$ cat src/rtl/regfile_sb_pkg.sv
// -----------------------------------------------------------------------------
// regfile_sb_pkg
// Shared core constants for the integer register file: default data width,
// default register count and the ABI names of the registers that decode and
// the bench refer to by name.
// -----------------------------------------------------------------------------
package regfile_sb_pkg;

    localparam int CORE_XLEN  = 32;
    localparam int CORE_NREGS = 32;

    // ABI register indices
    localparam int ZERO = 0;
    localparam int RA   = 1;
    localparam int SP   = 2;
    localparam int GP   = 3;
    localparam int TP   = 4;
    localparam int T0   = 5;
    localparam int S0   = 8;
    localparam int A0   = 10;
    localparam int T3   = 28;

endpackage : regfile_sb_pkg

$ cat src/rtl/regfile_sb_if.sv
// -----------------------------------------------------------------------------
// regfile_sb_if
// Decode/write-back bus of the register file.
//   master (decode/write-back side): drives rd_addr, src_use, wr_*, iss_*,
//                                    chk_rd; receives rd_data, stall, busy
//   slave  (register file)         : the reverse
// Read port i uses rd_addr[i*AW +: AW] and rd_data[i*XLEN +: XLEN].
// -----------------------------------------------------------------------------
interface regfile_sb_if #(
    parameter int XLEN  = 32,
    parameter int NREGS = 32,
    parameter int NRD   = 2
);
    localparam int AW = $clog2(NREGS);

    logic [NRD*AW-1:0]   rd_addr;
    logic [NRD*XLEN-1:0] rd_data;
    logic                wr_en;
    logic [AW-1:0]       wr_addr;
    logic [XLEN-1:0]     wr_data;
    logic                iss_en;
    logic [AW-1:0]       iss_rd;
    logic                chk_rd;
    logic [NRD-1:0]      src_use;
    logic                stall;
    logic [NREGS-1:0]    busy;

    modport master (
        output rd_addr, wr_en, wr_addr, wr_data, iss_en, iss_rd, chk_rd, src_use,
        input  rd_data, stall, busy
    );

    modport slave (
        input  rd_addr, wr_en, wr_addr, wr_data, iss_en, iss_rd, chk_rd, src_use,
        output rd_data, stall, busy
    );

endinterface : regfile_sb_if

$ cat src/rtl/regfile_rdport.sv
// -----------------------------------------------------------------------------
// regfile_rdport
// One combinational read port: x0 returns zero, optional same-cycle forwarding
// of write-back data, and this port's contribution to the decode stall.
//   active_i  : low while reset is held; forces data_o and hazard_o to 0
//   addr_i    : register index read by this port
//   use_i     : operand is actually used (qualifies the hazard only)
//   reg_val_i : stored value of regs[addr_i]
//   busy_i    : scoreboard bit of regs[addr_i]
//   wr_*_i    : current write-back
//   data_o    : operand value
//   hazard_o  : operand is still pending
// -----------------------------------------------------------------------------
module regfile_rdport #(
    parameter int XLEN   = 32,
    parameter int AW     = 5,
    parameter int BYPASS = 1
) (
    input  logic            active_i,
    input  logic [AW-1:0]   addr_i,
    input  logic            use_i,
    input  logic [XLEN-1:0] reg_val_i,
    input  logic            busy_i,
    input  logic            wr_en_i,
    input  logic [AW-1:0]   wr_addr_i,
    input  logic [XLEN-1:0] wr_data_i,
    output logic [XLEN-1:0] data_o,
    output logic            hazard_o
);

    logic wr_hit;

    always_comb begin
        // NOTE: every output gets a default first so no path leaves it unassigned (no latch).
        data_o   = '0;
        hazard_o = 1'b0;
        // A write-back to this address both supplies the data and retires the
        // pending producer in the same cycle, so it also masks the busy bit.
        wr_hit   = (BYPASS != 0) && wr_en_i && (wr_addr_i == addr_i);
        if (active_i && (addr_i != '0)) begin
            data_o   = wr_hit ? wr_data_i : reg_val_i;
            hazard_o = use_i && busy_i && !wr_hit;
        end
    end

endmodule : regfile_rdport

$ cat src/rtl/regfile_sb.sv
// -----------------------------------------------------------------------------
// regfile_sb
// Integer register file with write-back bypass and per-register busy
// scoreboard. Decode reads operands and issues destinations; write-back
// writes results. stall holds decode while a used operand or the issued
// destination is still pending. x0 is hardwired zero.
//   clk   : rising-edge clock
//   rst_n : asynchronous active-low reset, clears registers and busy bits
//   bus   : regfile_sb_if slave (read ports, write-back, issue, stall, busy)
// -----------------------------------------------------------------------------
module regfile_sb
    import regfile_sb_pkg::*;
#(
    parameter int XLEN   = CORE_XLEN,
    parameter int NREGS  = CORE_NREGS,
    parameter int NRD    = 2,
    parameter int BYPASS = 1
) (
    input  logic         clk,
    input  logic         rst_n,
    regfile_sb_if.slave  bus
);

    localparam int AW = $clog2(NREGS);

    logic [XLEN-1:0]  regs_q [NREGS];
    logic [NREGS-1:0] busy_q;
    logic [NREGS-1:0] busy_d;

    logic             wr_fire;
    logic             iss_fire;
    logic             dest_wr_hit;
    logic             dest_hazard;

    logic [AW-1:0]    rd_addr_w [NRD];
    logic [XLEN-1:0]  rd_data_w [NRD];
    logic [NRD-1:0]   hazard_w;

    assign wr_fire  = bus.wr_en  && (bus.wr_addr != '0);
    assign iss_fire = bus.iss_en && (bus.iss_rd  != '0);

    // Scoreboard next state: clear on write-back, then set on issue, so a
    // same-edge clear/set of one register leaves the new producer pending.
    always_comb begin
        busy_d = busy_q;
        if (wr_fire) begin
            busy_d[bus.wr_addr] = 1'b0;
        end
        if (iss_fire) begin
            busy_d[bus.iss_rd] = 1'b1;
        end
        busy_d[0] = 1'b0;
    end

    // NOTE: sequential state uses non-blocking assignments only.
    // NOTE: the storage array is reset on purpose -- registers must read 0 after reset.
    always_ff @(posedge clk or negedge rst_n) begin
        if (!rst_n) begin
            for (int r = 0; r < NREGS; r++) begin
                regs_q[r] <= '0;
            end
            busy_q <= '0;
        end else begin
            if (wr_fire) begin
                regs_q[bus.wr_addr] <= bus.wr_data;
            end
            busy_q <= busy_d;
        end
    end

    for (genvar i = 0; i < NRD; i++) begin : g_rd
        assign rd_addr_w[i] = bus.rd_addr[i*AW +: AW];

        regfile_rdport #(
            .XLEN   (XLEN),
            .AW     (AW),
            .BYPASS (BYPASS)
        ) u_rdport (
            .active_i  (rst_n),
            .addr_i    (rd_addr_w[i]),
            .use_i     (bus.src_use[i]),
            .reg_val_i (regs_q[rd_addr_w[i]]),
            .busy_i    (busy_q[rd_addr_w[i]]),
            .wr_en_i   (bus.wr_en),
            .wr_addr_i (bus.wr_addr),
            .wr_data_i (bus.wr_data),
            .data_o    (rd_data_w[i]),
            .hazard_o  (hazard_w[i])
        );

        assign bus.rd_data[i*XLEN +: XLEN] = rd_data_w[i];
    end

    // Destination term: issuing onto a still-pending register would be a WAW.
    always_comb begin
        dest_wr_hit = (BYPASS != 0) && bus.wr_en && (bus.wr_addr == bus.iss_rd);
        dest_hazard = bus.chk_rd && (bus.iss_rd != '0) && busy_q[bus.iss_rd] && !dest_wr_hit;
    end

    assign bus.stall = rst_n && ((|hazard_w) || dest_hazard);
    assign bus.busy  = busy_q;

endmodule : regfile_sb
$ cat src/flat_wrapper.sv
// flat-port wrapper written by rule: the top's interface ports become plain ports
module regfile_sb_flat import regfile_sb_pkg::*;
#(
    parameter int XLEN   = CORE_XLEN,
    parameter int NREGS  = CORE_NREGS,
    parameter int NRD    = 2,
    parameter int BYPASS = 1
)
  (clk, rst_n, bus_rd_addr, bus_wr_en, bus_wr_addr, bus_wr_data, bus_iss_en, bus_iss_rd, bus_chk_rd, bus_src_use, bus_rd_data, bus_stall, bus_busy);
  regfile_sb_if #(.XLEN(XLEN), .NREGS(NREGS), .NRD(NRD)) bus_i ();
  input  logic clk;
  input  logic rst_n;
  input wire logic [$bits(bus_i.rd_addr)-1:0] bus_rd_addr;
  input wire logic [$bits(bus_i.wr_en)-1:0] bus_wr_en;
  input wire logic [$bits(bus_i.wr_addr)-1:0] bus_wr_addr;
  input wire logic [$bits(bus_i.wr_data)-1:0] bus_wr_data;
  input wire logic [$bits(bus_i.iss_en)-1:0] bus_iss_en;
  input wire logic [$bits(bus_i.iss_rd)-1:0] bus_iss_rd;
  input wire logic [$bits(bus_i.chk_rd)-1:0] bus_chk_rd;
  input wire logic [$bits(bus_i.src_use)-1:0] bus_src_use;
  output wire logic [$bits(bus_i.rd_data)-1:0] bus_rd_data;
  output wire logic [$bits(bus_i.stall)-1:0] bus_stall;
  output wire logic [$bits(bus_i.busy)-1:0] bus_busy;
  assign bus_i.rd_addr = bus_rd_addr;
  assign bus_i.wr_en = bus_wr_en;
  assign bus_i.wr_addr = bus_wr_addr;
  assign bus_i.wr_data = bus_wr_data;
  assign bus_i.iss_en = bus_iss_en;
  assign bus_i.iss_rd = bus_iss_rd;
  assign bus_i.chk_rd = bus_chk_rd;
  assign bus_i.src_use = bus_src_use;
  assign bus_rd_data = bus_i.rd_data;
  assign bus_stall = bus_i.stall;
  assign bus_busy = bus_i.busy;
  regfile_sb #(.XLEN(XLEN), .NREGS(NREGS), .NRD(NRD), .BYPASS(BYPASS)) u_core (.clk(clk), .rst_n(rst_n), .bus(bus_i));
endmodule
$ cat config.mk
export PLATFORM = sky130hd
export DESIGN_NAME = regfile_sb_flat
export DESIGN_NICKNAME = d
export VERILOG_FILES = /design/src/rtl/regfile_sb_pkg.sv /design/src/rtl/regfile_sb_if.sv /design/src/rtl/regfile_rdport.sv /design/src/rtl/regfile_sb.sv /design/src/flat_wrapper.sv
export SDC_FILE = /design/constraint.sdc
export NUM_CORES = 2
export LEC_CHECK = 0
export CAP_MARGIN = 20
export CORE_MARGIN = 3
export CORE_UTILIZATION = 63
export DETAILED_ROUTE_END_ITERATION = 16
export GPL_TIMING_DRIVEN = 0
export HOLD_SLACK_MARGIN = 0.05
export PLACE_DENSITY = 0.86
export SYNTH_ARGS = -nofsm -noshare
export SYNTH_HDL_FRONTEND = slang
export SYNTH_SLANG_ARGS = --single-unit
export TNS_END_PERCENT = 5
$ cat constraint.sdc
create_clock -name clk -period 4.4 [get_ports clk]
set_input_delay 1.1 -clock clk [delete_from_list [all_inputs] [get_ports clk]]
set_output_delay 1.1 -clock clk [all_outputs]
set_load 0.03 [all_outputs]
**Yosys cells after proc, flatten, opt, wreduce, memory -nomap -nowiden**

Cells that the tools add are included.

- Register bits: 1,055
- Bits of input ports: 59
- Logic and storage cells: 106
- Latch bits: 0
- Memories kept: 0
- Memory bits (writable): 0
- Memory bits (read-only): 0

- Mux-type cells: 27
- Div/mod/pow operators: 0
- Bitwise logic cells: 6
- Add/sub/neg operators: 0
- Equal/unequal tests: 3
- Shifts and indexed selects: 0
- Reduce and logical (&&, ||, !) cells: 27
- Multipliers: 0
- $lt $le $gt $ge: 10

Operator list:

| kind | count |
|---|---|
| bitwise mux 1024 bit | 1 |
| two-way mux 32 bit | 11 |
| binary-select mux 32 bit (select 5 bit) | 2 |
| demux 32 bit (select 5 bit) | 1 |
| AND 32 bit | 1 |
| NOT 32 bit | 1 |
| bitwise OR 32 bit | 1 |
| < comparator 5 x 6 -> 1 bit, second input constant | 4 |
| nonzero test 5 bit | 4 |
| greater-or-equal comparator 6 bit, second input constant | 3 |
| logical AND 1 bit | 18 |
| NOT 5 -> 6 bit | 3 |
| binary-select mux 1 bit (select 5 bit) | 3 |
| equality test 5 bit | 3 |
| demux 1 bit (select 5 bit) | 2 |
| greater-or-equal comparator 5 x 1 -> 1 bit, second input constant | 2 |
| two-way mux 1 bit | 7 |
| < comparator 6 x 1 -> 1 bit, second input constant | 1 |
| zero test 1 bit | 3 |
| OR reduction 2 bit | 1 |
| logical OR 1 bit | 1 |

**Logic depth before layout (Yosys ltp)**

- Depth after elaboration: 9
- Gate-level depth with buffers: 10
- Gate-level depth less buffers: 5

**By module**

Synthesis repeated with hierarchy kept, for this count alone.

- Cell total of the unflattened synthesis: 3,574
- Area, all modules: 57,157.3 um^2

Modules (own cells, without submodules):

| module | times used | cells an instance | area each (um^2) |
|---|---|---|---|
| regfile_sb | 1 | 3,324 | 55,816.0 |
| regfile_rdport | 2 | 125 | 670.6 |

**Least setup slack after synthesis**

Ideal clock, no wire load.

- Kind: input to output
- Start: in bus_rd_addr[2]
- End: out bus_rd_data[10]
- Arrival: 3.072 ns
- Path slack: 0.228 ns
- Stages on the path: 7
- Path buffers: 4
- Cells stage by stage: buf_2 -> buf_4 -> buf_2 -> buf_1 -> mux4_2 -> nor2_1 -> o31ai_1

- Cells in the longest elaborated chain, start to end: 6

RTL lines:

| item | RTL line | source |
|---|---|---|
| from (decl) | flat_wrapper.sv:13 | `input wire logic [$bits(bus_i.rd_addr)-1:0] bus_rd_addr;` |
| NOT 5 -> 6 bit (implied by the code) | regfile_sb.sv:82 | `.reg_val_i (regs_q[rd_addr_w[i]]),` |
| binary-select mux 32 bit (select 5 bit) | regfile_sb.sv:82 |  |
| two-way mux 32 bit (implied by the code) (2 in series) | regfile_sb.sv:82 |  |
| two-way mux 32 bit | regfile_rdport.sv:41 | `data_o = wr_hit ? wr_data_i : reg_val_i;` |
| two-way mux 32 bit (*) | regfile_rdport.sv:40 | `if (active_i && (addr_i != '0)) begin` |
| to (decl) | flat_wrapper.sv:21 | `output wire logic [$bits(bus_i.rd_data)-1:0] bus_rd_data;` |

Every way passes the cells marked *; elsewhere a longest branch is shown, timed or not. The select of a mux whose other input is x is not followed.

**Final worst setup path**

- Start: in bus_wr_addr[2]
- End: out bus_rd_data[7]

- Cells in the longest elaborated chain, start to end: 4

RTL lines:

| item | RTL line | source |
|---|---|---|
| from (decl) | flat_wrapper.sv:15 | `input wire logic [$bits(bus_i.wr_addr)-1:0] bus_wr_addr;` |
| equality test 5 bit | regfile_rdport.sv:39 | `wr_hit = (BYPASS != 0) && wr_en_i && (wr_addr_i == addr_i);` |
| logical AND 1 bit | regfile_rdport.sv:39 |  |
| two-way mux 32 bit | regfile_rdport.sv:41 |  |
| two-way mux 32 bit | regfile_rdport.sv:40 |  |

No other way between the ends.

==> impl_metrics.yaml <==
synthesis:
  synth_flop_cell: "dfrtp_1"
  synthCells: 3746
  synthTopCellsByCount: "mux2_2 (1131), dfrtp_1 (1055), mux4_2 (549), clkbuf_1 (184), buf_2 (128)"
  synth_top_cell_area_share_pct: 46.0
  synth.yosys.seq_area_share_pct: 46.0
  netlist_area_um2: 57400
  ys_top_cells_by_area: "dfrtp_1 (46%), mux2_2 (22%), mux4_2 (22%)"
  ys_async_sr_fraction_pct: 100
  synth_edf_count: 0
  post-synth-top-count-cell: "mux2_2"
  synth-warning-count: 0
  avgSynthCellArea_um2: 15.3
  synth_largest_area_cell: "dfrtp_1"
  ys_ff_latch: 1055
  syn_nets: 3805
  yosys.cell_types.count: 54
timing:
  final_number_of_max_transition_violations: 0
  timing.fmax_mhz: 219
  worst_clock_skew_ns: 0
  worst_slack_ns: -0.166
  final.period_utilization_pct: 104
  finalSetupViolCount: 62
  timing.slew.headroom_pct: 19.9
  finalHoldWorstSlack_ns: 0.265
  worst_slew_pin_slew_ns: 1.20
  final_period_minus_worst_setup_slack_ns: 4.57
  final_hold_viol_count: 0
  rsz_0062_raised_after_global_routing: "yes"
pwr:
  p_leak_nw: 28.5
  switching_share_pct: 30.3
  fin_total_pwr_w: 0.0304
  net_switching_power_figure_w: 0.00922
  cell_internal_pwr_w: 0.0212
  vdd_drop_max_uv: 324
  power.combinational.fraction_pct: 25.1
  pwr-share-seq_pct: 43.3
  clock_network_fraction_of_total_power_pct: 31.6
  power_density_nw_per_um2: 458
clocking:
  clock_tree_from_tritoncts: "done"
  cts-htree-levels: 3
  cts.root.buffer_cell: "clkbuf_16"
  cts_buffer_depth: 3
  insertion_delay_to_the_later_sink_of_the_worst_skew_pair_ns: 0.70
  cts_sinks: 1055
  cts_buffers: 110
  cts_hold_buf: 0
  cts.reportedPaths.clkPinSlew_ns: 0.06
floorplan:
  die-width_um: 308
  placement_rows: 110
  fp.dieArea_um2: 94700
  placeableCoreArea_um2: 90100
  initial_core_util_pct: 63.6
  boundaryPins: 156
  dieHeight_um: 308
route:
  routedWlPerCell_um: 38.5
  via_per_inst: 7.73
  overall_via_count_from_detail_route: 41017
  drt_pass1_iterations: 8
  routed_wl_mm: 205
  remaining_drc_errors: 0
  detail_route.iter0.violations: 6222
  antenna_violating_nets_post_route: 0
worst_setup_path:
  critical_path_buf_inv_count: 4
  crit_type: "in2out"
  cp_data_arrival_time_ns: 3.47
  cp-end-kind: "primary output"
  critical-path-max-stage-delay_ns: 0.54
  slowest_stage: "clkdlybuf4s50_1"
  timing.critical_path.max_delay_family: "buffers and inverters"
  critical_path_peak_fanout: 10
  critical_path.startpoint_type: "input port"
  worst-r2r-setup-slack_ns: 3.48
  worst_ep_required_time_ns: 3.30
  cp_cell_sequence: "clkdlybuf4s50_1 > buf_4 > xnor2_1 > nand4_1 > o21bai_4 > buf_12 > nor3_1 > a22o_1 > clkdlybuf4s15_2"
finish:
  finish.net_count: 4096
  final_layout_size_suffix_gt1_share_pct: 55.8
  flow.area_growth_from_synthesis_pct: 15.8
global_routing:
  grt_first_pass_wirelength_mm: 289
  globalRouteTotalUtil_pct: 42.8
  globalRouteOverflowTotal: 0
  antenna_found_initial: 16
  grt_max_degree: 156
  grt_pass1_vias: 41702
placement:
  detailedPlacementHpwl_mm: 138
  routability_congestion_estimate_from_global_placement: 1.00
  placement.io_buffers: 141
status:
  violated_checks: "negative setup slack"
  outcome: "complete, but fails checks"
run:
  max_cap_viol_count: 0
min_path:
  timing.hold.worst.class: "in2async"
==> placed cells by master, fill, tap and decap left out, types with 9 or more instances in the layout <==
cell / Yosys / layout
clkdlybuf4s50_1: 0 / 73
a22o_1: 56 / 51
mux2i_1: 56 / 56
mux4_2: 549 / 549
o22ai_1: 63 / 20
dfrtp_1: 1055 / 1055
buf_6: 27 / 55
clkbuf_2: 0 / 18
nor2_1: 42 / 37
clkbuf_16: 0 / 112
o22ai_2: 0 / 17
o31ai_1: 22 / 9
clkbuf_4: 0 / 10
buf_12: 0 / 28
nor2b_1: 45 / 43
buf_2: 128 / 70
buf_8: 0 / 29
clkinv_2: 0 / 17
bufbuf_16: 0 / 9
clkbuf_8: 0 / 38
o21ai_0: 33 / 31
buf_1: 62 / 45
mux2_2: 1131 / 1131
clkdlybuf4s15_2: 0 / 24
clkbuf_1: 184 / 170
nor3_1: 41 / 35
buf_4: 33 / 83
o31ai_4: 0 / 10
o22ai_4: 0 / 26
a211oi_1: 42 / 33
buf_16: 0 / 12
nand2_1: 88 / 87
==> path summary, 6_finish.rpt <==
path | cells after the start | to | start
worst max-delay path | 9 | bus_rd_data[7] | bus_wr_addr[2]
worst max register to register | 2 | u_core.bus.busy[30]$_DFF_PN0_ | u_core.bus.busy[30]$_DFF_PN0_
max in group asynchronous | 4 | u_core.regs_q[920]$_DFFE_PN0P_ | rst_n
worst min-delay path | 1 | u_core.regs_q[74]$_DFFE_PN0P_ | rst_n
min in group clk | 1 | u_core.regs_q[1005]$_DFFE_PN0P_ | u_core.regs_q[1005]$_DFFE_PN0P_
worst min register to register | 1 | u_core.regs_q[1005]$_DFFE_PN0P_ | u_core.regs_q[1005]$_DFFE_PN0P_
==> timing repair <==
item | 4_1_cts | 5_1_grt
pin swaps | 27 | 10
hold endpoints to repair | 0 | 0
gates resized for setup | 726 | 88
buffers inserted | 11 | 9
gates cloned | 10 | 1
setup endpoints to repair | 65 | 65
==> area by class of cell <==
cell class,count,area (um2)
inverter,3,11.3
sequential,1055,26400
timing repair buffer,181,2090
buffer,432,3150
clock inverter,34,369
antenna,6,15.0
tap,1176,1470
clock buffer,165,3290
fill,5160,23700
multi-input combinational,2254,29600
==> sequential cells by signal (all words and copies together), names as in the netlist <==
register	cells
u_core.regs_q	1024
u_core.bus.busy	31
==> cells by family after synthesis <==
logic type,count (synthesis),synth area share [%]
other,1,0.00654
AOI/OAI and AO/OA,236,2.98
xor gates and xnor gates,15,0.229
muxes,1736,44.7
DFF,1055,46.0
and+or+nand+nor,266,2.30
buffers and inverters,437,3.71
==> routing by layer <==
layer  vias to the layer above  track usage (%)  wire [um]
li1                      15086                -          -
met1                     21198             52.3      67600
met2                      3627             61.6      88400
met3                      1082             21.1      32500
met4                        24             25.3      15500
met5                         -             2.28        456
==> power groups by stage <==
stage                     Combinational (W)  Sequential [W]  Clock (W)
after floorplan                     0.00478          0.0127          0
after global placement              0.00662          0.0130          0
after detailed placement            0.00685          0.0131          0
after CTS                           0.00725          0.0130    0.00952
after global routing                0.00786          0.0133    0.00995
final                               0.00763          0.0132    0.00961
==> through the flow <==
| step | instance area (um2) | TNS (ns) | setup slack [ns] | util [%] | cells |
|---|---|---|---|---|---|
| floorplan | 57400 | 0 | 0.228 | - | 3746 |
| global placement | 60200 | - | -45.30 | 66.8 | 5063 |
| detailed placement | 60500 | -100.49 | -2.04 | 67.1 | 5072 |
| CTS | 66100 | -2.09 | -0.102 | 73.3 | 5290 |
| global route | 66400 | -3.84 | -0.127 | 73.7 | 5303 |
| finish | 66400 | -5.70 | -0.166 | 73.7 | 5306 |
Power figures use the tool's default switching activity.
